## src/rtl/cpu_pkg.sv

```systemverilog
`default_nettype none
// ============================================================================
//  Module  : cpu_pkg
//  Purpose : Shared CPU decode constants. Holds the opcodes, the aluOp
//            encodings and the control-bit bundle used by the ID/EX register
//            and the EX-stage ALU control decoder.
//  Ports   : none (package)
//  Rev     : 1.0  initial release
// ============================================================================
package cpu_pkg;

    // Primary opcodes (instr[31:26])
    localparam logic [5:0] OP_RTYPE = 6'h00;
    localparam logic [5:0] OP_LW    = 6'h23;
    localparam logic [5:0] OP_SW    = 6'h2B;
    localparam logic [5:0] OP_BEQ   = 6'h04;
    localparam logic [5:0] OP_ADDI  = 6'h08;

    // aluOp codes consumed by the ALU control decoder
    localparam logic [1:0] ALUOP_ADD   = 2'b00;
    localparam logic [1:0] ALUOP_SUB   = 2'b01;
    localparam logic [1:0] ALUOP_FUNCT = 2'b10;

    // Memory / writeback / branch controls carried down the pipe
    typedef struct packed {
        logic regWrite;
        logic memRead;
        logic memWrite;
        logic memToReg;
        logic branch;
    } ctrl_t;

    // Opcodes that read the rt register as a source operand
    function automatic logic op_reads_rt(input logic [5:0] op);
        return (op == OP_RTYPE) || (op == OP_SW) || (op == OP_BEQ);
    endfunction

endpackage
`default_nettype wire

```

## src/rtl/hazard_unit.sv

```systemverilog
`default_nettype none
// ============================================================================
//  Module  : hazard_unit
//  Purpose : Combinational load-use compare. Flags when the load sitting in
//            ID/EX writes a register the ID instruction is about to read.
//  Ports   : ex_valid_i, ex_memRead_i, ex_writeReg_i  - ID/EX register state
//            rs_i, rt_i, rtIsSrc_i, instrValid_i       - ID instruction
//            hazard_o                                  - stall request
//  Rev     : 1.0  initial release
// ============================================================================
module hazard_unit #(
    parameter int REG_AW = 5
) (
    input  logic              ex_valid_i,
    input  logic              ex_memRead_i,
    input  logic [REG_AW-1:0] ex_writeReg_i,
    input  logic [REG_AW-1:0] rs_i,
    input  logic [REG_AW-1:0] rt_i,
    input  logic              rtIsSrc_i,
    input  logic              instrValid_i,
    output logic              hazard_o
);

    logic w_rsMatch;
    logic w_rtMatch;

    assign w_rsMatch = (ex_writeReg_i == rs_i);
    assign w_rtMatch = (ex_writeReg_i == rt_i) & rtIsSrc_i;

    // $0 never carries a dependency, so a load into $0 cannot stall
    assign hazard_o = ex_valid_i & ex_memRead_i & (ex_writeReg_i != '0)
                    & (w_rsMatch | w_rtMatch) & instrValid_i;

endmodule
`default_nettype wire

```

## src/rtl/id_ex_decode.sv

```systemverilog
`default_nettype none
// ============================================================================
//  Module  : id_ex_decode
//  Purpose : Decodes the ID-stage instruction (R-type, lw, sw, beq, addi),
//            selects ALU operands and controls, and registers them into the
//            ID/EX pipeline register. Inserts bubbles on flush, load-use
//            hazard, bubble input and illegal opcodes; holds on exHold.
//  Config  : HAZARD_DETECT_EN - when defined, load-use hazard detection is
//            built in (hazard_unit). Otherwise stallOut = exHold only.
//  Ports   : clk, reset (async, active-high)
//            instr, instrValid, rsData, rtData, flush, exHold - ID inputs
//            stallOut                 - IF/ID hold request (combinational)
//            ex_*                     - ID/EX register contents
//            illegalCount             - saturating illegal-opcode count
//  Rev     : 1.0  initial release
// ============================================================================
module id_ex_decode
    import cpu_pkg::*;
#(
    parameter int DATA_WIDTH = 32,
    parameter int REG_AW     = 5,
    parameter int ILL_CNT_W  = 8
) (
    input  logic                  clk,
    input  logic                  reset,
    input  logic [31:0]           instr,
    input  logic                  instrValid,
    input  logic [DATA_WIDTH-1:0] rsData,
    input  logic [DATA_WIDTH-1:0] rtData,
    input  logic                  flush,
    input  logic                  exHold,
    output logic                  stallOut,
    output logic                  ex_valid,
    output logic [1:0]            ex_aluOp,
    output logic [5:0]            ex_function_code,
    output logic [DATA_WIDTH-1:0] ex_in1,
    output logic [DATA_WIDTH-1:0] ex_in2,
    output logic [DATA_WIDTH-1:0] ex_storeData,
    output logic [REG_AW-1:0]     ex_writeReg,
    output logic                  ex_regWrite,
    output logic                  ex_memRead,
    output logic                  ex_memWrite,
    output logic                  ex_memToReg,
    output logic                  ex_branch,
    output logic [ILL_CNT_W-1:0]  illegalCount
);

    typedef struct packed {
        logic                  valid;
        logic [1:0]            aluOp;
        logic [5:0]            funct;
        logic [DATA_WIDTH-1:0] in1;
        logic [DATA_WIDTH-1:0] in2;
        logic [DATA_WIDTH-1:0] storeData;
        logic [REG_AW-1:0]     writeReg;
        ctrl_t                 ctrl;
    } ex_t;

    ex_t                  ex_q,     ex_d;
    logic [ILL_CNT_W-1:0] illCnt_q, illCnt_d;

    logic [5:0]            w_op;
    logic [DATA_WIDTH-1:0] w_imm;
    ex_t                   w_dec;
    logic                  w_legal;
    logic                  w_hazard;
    logic                  w_consume;

    assign w_op  = instr[31:26];
    assign w_imm = {{(DATA_WIDTH-16){instr[15]}}, instr[15:0]};

    // ------------------------------------------------------------------
    // Instruction decode
    // ------------------------------------------------------------------
    always_comb begin
        w_dec       = '0;
        w_legal     = 1'b1;
        w_dec.valid = 1'b1;
        w_dec.in1   = rsData;
        w_dec.aluOp = ALUOP_ADD;
        case (w_op)
            OP_RTYPE: begin
                w_dec.aluOp         = ALUOP_FUNCT;
                w_dec.funct         = instr[5:0];
                w_dec.in2           = rtData;
                w_dec.writeReg      = REG_AW'(instr[15:11]);
                w_dec.ctrl.regWrite = 1'b1;
            end
            OP_LW: begin
                w_dec.in2           = w_imm;
                w_dec.writeReg      = REG_AW'(instr[20:16]);
                w_dec.ctrl.memRead  = 1'b1;
                w_dec.ctrl.memToReg = 1'b1;
                w_dec.ctrl.regWrite = 1'b1;
            end
            OP_SW: begin
                w_dec.in2           = w_imm;
                w_dec.storeData     = rtData;
                w_dec.ctrl.memWrite = 1'b1;
            end
            OP_BEQ: begin
                w_dec.aluOp         = ALUOP_SUB;
                w_dec.in2           = rtData;
                w_dec.ctrl.branch   = 1'b1;
            end
            OP_ADDI: begin
                w_dec.in2           = w_imm;
                w_dec.writeReg      = REG_AW'(instr[20:16]);
                w_dec.ctrl.regWrite = 1'b1;
            end
            default: begin
                w_legal = 1'b0;
            end
        endcase
        // Writes to $0 are architecturally discarded
        if (w_dec.writeReg == '0) begin
            w_dec.ctrl.regWrite = 1'b0;
        end
    end

    // ------------------------------------------------------------------
    // Load-use hazard
    // ------------------------------------------------------------------
`ifdef HAZARD_DETECT_EN
    hazard_unit #(
        .REG_AW (REG_AW)
    ) u_hazard (
        .ex_valid_i    (ex_q.valid),
        .ex_memRead_i  (ex_q.ctrl.memRead),
        .ex_writeReg_i (ex_q.writeReg),
        .rs_i          (REG_AW'(instr[25:21])),
        .rt_i          (REG_AW'(instr[20:16])),
        .rtIsSrc_i     (op_reads_rt(w_op)),
        .instrValid_i  (instrValid),
        .hazard_o      (w_hazard)
    );
`else
    // Software schedules load delay slots; rs field has no other consumer
    logic w_unused_rs;
    assign w_hazard    = 1'b0;
    assign w_unused_rs = ^instr[25:21];
`endif

    assign stallOut = exHold | w_hazard;

    // The ID instruction actually leaves ID this cycle
    assign w_consume = ~flush & ~exHold & ~w_hazard & instrValid;

    // ------------------------------------------------------------------
    // ID/EX next state: flush > hold > hazard > bubble/illegal > load
    // ------------------------------------------------------------------
    always_comb begin
        ex_d     = ex_q;
        illCnt_d = illCnt_q;
        if (flush) begin
            ex_d = '0;
        end else if (exHold) begin
            ex_d = ex_q;
        end else if (w_hazard || !instrValid || !w_legal) begin
            ex_d = '0;
        end else begin
            ex_d = w_dec;
        end
        if (w_consume && !w_legal && (illCnt_q != '1)) begin
            illCnt_d = illCnt_q + ILL_CNT_W'(1);
        end
    end

    always_ff @(posedge clk or posedge reset) begin
        if (reset) begin
            ex_q     <= '0;
            illCnt_q <= '0;
        end else begin
            ex_q     <= ex_d;
            illCnt_q <= illCnt_d;
        end
    end

    assign ex_valid         = ex_q.valid;
    assign ex_aluOp         = ex_q.aluOp;
    assign ex_function_code = ex_q.funct;
    assign ex_in1           = ex_q.in1;
    assign ex_in2           = ex_q.in2;
    assign ex_storeData     = ex_q.storeData;
    assign ex_writeReg      = ex_q.writeReg;
    assign ex_regWrite      = ex_q.ctrl.regWrite;
    assign ex_memRead       = ex_q.ctrl.memRead;
    assign ex_memWrite      = ex_q.ctrl.memWrite;
    assign ex_memToReg      = ex_q.ctrl.memToReg;
    assign ex_branch        = ex_q.ctrl.branch;
    assign illegalCount     = illCnt_q;

endmodule
`default_nettype wire

```

## config.mk

```make
export PLATFORM = sky130hd
export DESIGN_NAME = id_ex_decode
export DESIGN_NICKNAME = d
export VERILOG_FILES = /design/src/rtl/cpu_pkg.sv /design/src/rtl/hazard_unit.sv /design/src/rtl/id_ex_decode.sv
export SDC_FILE = /design/constraint.sdc
export NUM_CORES = 1
export LEC_CHECK = 0
export CAP_MARGIN = 20
export CORE_ASPECT_RATIO = 1.5
export CORE_MARGIN = 10
export CORE_UTILIZATION = 35
export CTS_BUF_LIST = sky130_fd_sc_hd__clkbuf_16
export DETAILED_ROUTE_END_ITERATION = 10
export PLACE_DENSITY_LB_ADDON = 0.05
export SLEW_MARGIN = 40
export SYNTH_ARGS = -nofsm -noshare
export SYNTH_HDL_FRONTEND = slang
export SYNTH_SLANG_ARGS = --single-unit
export TNS_END_PERCENT = 30
```

## constraint.sdc

```tcl
create_clock -name clk -period 4.28 [get_ports clk]
set_input_delay 0.856 -clock clk [delete_from_list [all_inputs] [get_ports clk]]
set_output_delay 0.856 -clock clk [all_outputs]
set_load 0.02 [all_outputs]
```

==> reports/qor.yml <==
synth_area_um2: 4850
critical_path_class: "in2out"
yosysUniqueCellTypes: 39
cts_buffers: 17
crit_path_max_incr_delay_ns: 0.65
track_usage_pct: 17.9
critical_path_required_ns: 3.42
tightest_slew_ns: 0.787
avgRoutedWirePerCell_um: 21.5
cts_hold_buffers: 0
area_growth_pct: 61.1
cts_max_level: 4
cts_tree: "built"
path_delay_family: "buffers and inverters"
cts-root-buf: "clkbuf_16"
grt_pass1_vias: 4459
fillers: 1162
highest_layer: "met4"
rrSetupSlack_ns: 2.63
clkSinkCount: 122
synth.top_cell.area_share_pct: 62.9
cts_resized: 0
initial_core_util_pct: 35.9
synth-main-ff-cell: "dfrtp_1"
synth_area_leaders: "dfrtp_1, a22o_1, nand2_1"
rsz0062_at_grt: "no"
synth_edf_count: 0
synth_area_per_cell_um2: 12.0
coreArea_um2: 13500
drtAntennaViolNets: 0
synth.most_common_cell: "dfrtp_1"
cts_setup_buffers: 0
crit_buf_inv: 2
die_y_um: 164
hold_viol: 0
place_hpwl_um: 12300
dieArea_um2: 19100
layout.nets: 721
gr-total-overflow: 0
fin_setup_tns_ns: 0
ys_warn_count: 0
ys_ff_latch: 122
yosysSeqAreaShare_pct: 62.9
p_leak_nw: 3.33
met3_length_um: 1510
slew_headroom_pct: 47.4
irDropWorstVdd_mv: 0.208
drc: 0
netlist_instances: 403
grt_antenna_before_repair: 0
max_freq_ghz: 0.342
synthArstFlopShare_pct: 100
crit_chain: "clkdlybuf4s50_1 > clkdlybuf4s50_1"
grt_pass1_wl_um: 26400
first_pass_iters: 4
ios: 225
cp_common_cell: "clkdlybuf4s50_1"
via_per_inst: 5.27
vias: 4192
status: "complete, no violations"
synth_common_cells: "dfrtp_1, a22o_1, nand2_1"
clk_pin_slew_ns: 0.05
drv_slew: 0
synth_nets: 505
wirelength_um: 17100
die_width_um: 116
arrival_ns: 2.06
grt_max_degree: 85
cp_max_fo: 3
end_kind: "output port"
insertion_delay_ns: 0.40
whs_ns: 0.474
layout-drive-gt1-share_pct: 8.07
setup_viol: 0
port_buffers: 219
fp-row-count: 52
first_iter_violations: 311
min_period_ns: 2.92
finalCritPeriodShare_pct: 68.2
yosys.area.top_type: "dfrtp_1"
place_congestion: 0.782
power.density_nw_per_um2: 370
drt-met1-wl_um: 6870
wl_met2_um: 8560
hold_path_class: "reg2reg"
cap_violations: 0
clock_skew_ns: 0.00258
critical-path-slowest-cell: "clkdlybuf4s50_1"
cp-start-kind: "primary input"
clockBufferDepth: 2
per-stage QoR:
step / util, % / cell area [µm²] / total power, mW / std cells / worst slack (ns)
2_1_floorplan: - / 4850 / 1.35 / 403 / 0.181
5_1_grt: 57.8 / 7820 / 3.01 / 794 / 1.33
3_3_place_gp: 53.2 / 7200 / 1.54 / 759 / 1.09
4_1_cts: 57.7 / 7810 / 2.93 / 793 / 1.34
3_5_place_dp: 53.5 / 7250 / 1.55 / 761 / 1.05
6_report: 57.8 / 7820 / 2.89 / 795 / 1.36
worst reg2reg max path, stage by stage (launching register included):
cell	delay (ns)
dfrtp_1	0.45
ha_1	0.28
nand3_1	0.11
nor2_1	0.06
nor3_1	0.27
mux2_2	0.37
where the power goes:
| part | switching, mW | internal [mW] |
|---|---|---|
| registers | 0.0418 | 1.18 |
| logic | 0.151 | 0.157 |
| clock network | 0.515 | 0.846 |
| total | 0.708 | 2.18 |
routing by layer:
metal	vias to the layer above	GRT usage, %
li1	1935	-
met2	173	29.7
met4	0	5.48
met3	19	6.90
met1	2065	20.9
met5	-	0
worst paths after layout:
| check | to | cells after the start | from |
|---|---|---|---|
| max | stallOut | 2 | exHold |
| min | ex_in2[31] | 2 | ex_in2[31] |
| max reg2reg | illegalCount[1] | 5 | illegalCount[0] |
| min reg2reg | ex_in2[31] | 2 | ex_in2[31] |
| max in group asynchronous | ex_in2[31] | 3 | reset |
| min in group asynchronous | ex_in1[22] | 2 | reset |
cells by family after synthesis:
kind of cell / Yosys count / synth area share (%)
flip-flops: 122 / 62.9
AND/OR/NAND/NOR: 75 / 7.30
XOR/XNOR: 7 / 1.26
AO/OA/AOI/OAI: 162 / 24.6
adder cells (fa/ha/maj): 1 / 0.258
multiplexers: 1 / 0.232
buffers and inverters: 35 / 3.48
flip-flops by register name, summed over array words and instances, names as in the netlist:
signal,count
ex_writeReg,5
ex_in2,32
ex_memWrite,1
illegalCount,8
ex_storeData,32
ex_memRead,1
ex_in1,32
ex_aluOp,2
ex_function_code,6
ex_branch,1
ex_valid,1
ex_regWrite,1
cell usage in the layout (no fill, tap or decap), drive strengths merged, types with 2 or more instances in the layout:
master,instances
nor3,9
buf,10
inv,6
nand2,45
and3,2
o21ai,40
nor2,4
bufinv,2
nor4,2
xor2,7
clkinv,8
o31ai,2
a21oi,20
clkbuf,17
nand3,4
dfrtp,122
clkinvlp,2
a22oi,20
a22o,72
clkdlybuf4s50,219
a32o,2
a21o,2
cell type report:
| type | instances | area, µm² | area share [%] |
|---|---|---|---|
| flip-flops and latches | 122 | 3050 | 39.0 |
| repair buffers | 229 | 2320 | 29.7 |
| multi-input cells | 246 | 1660 | 21.3 |
| clock buffers | 17 | 425 | 5.44 |
| well taps | 162 | 203 | 2.59 |
| clock inverters | 15 | 138 | 1.76 |
| inverters | 3 | 16.3 | 0.208 |
| diodes | 1 | 2.50 | 0.0320 |
Power figures use the tool's default switching activity.
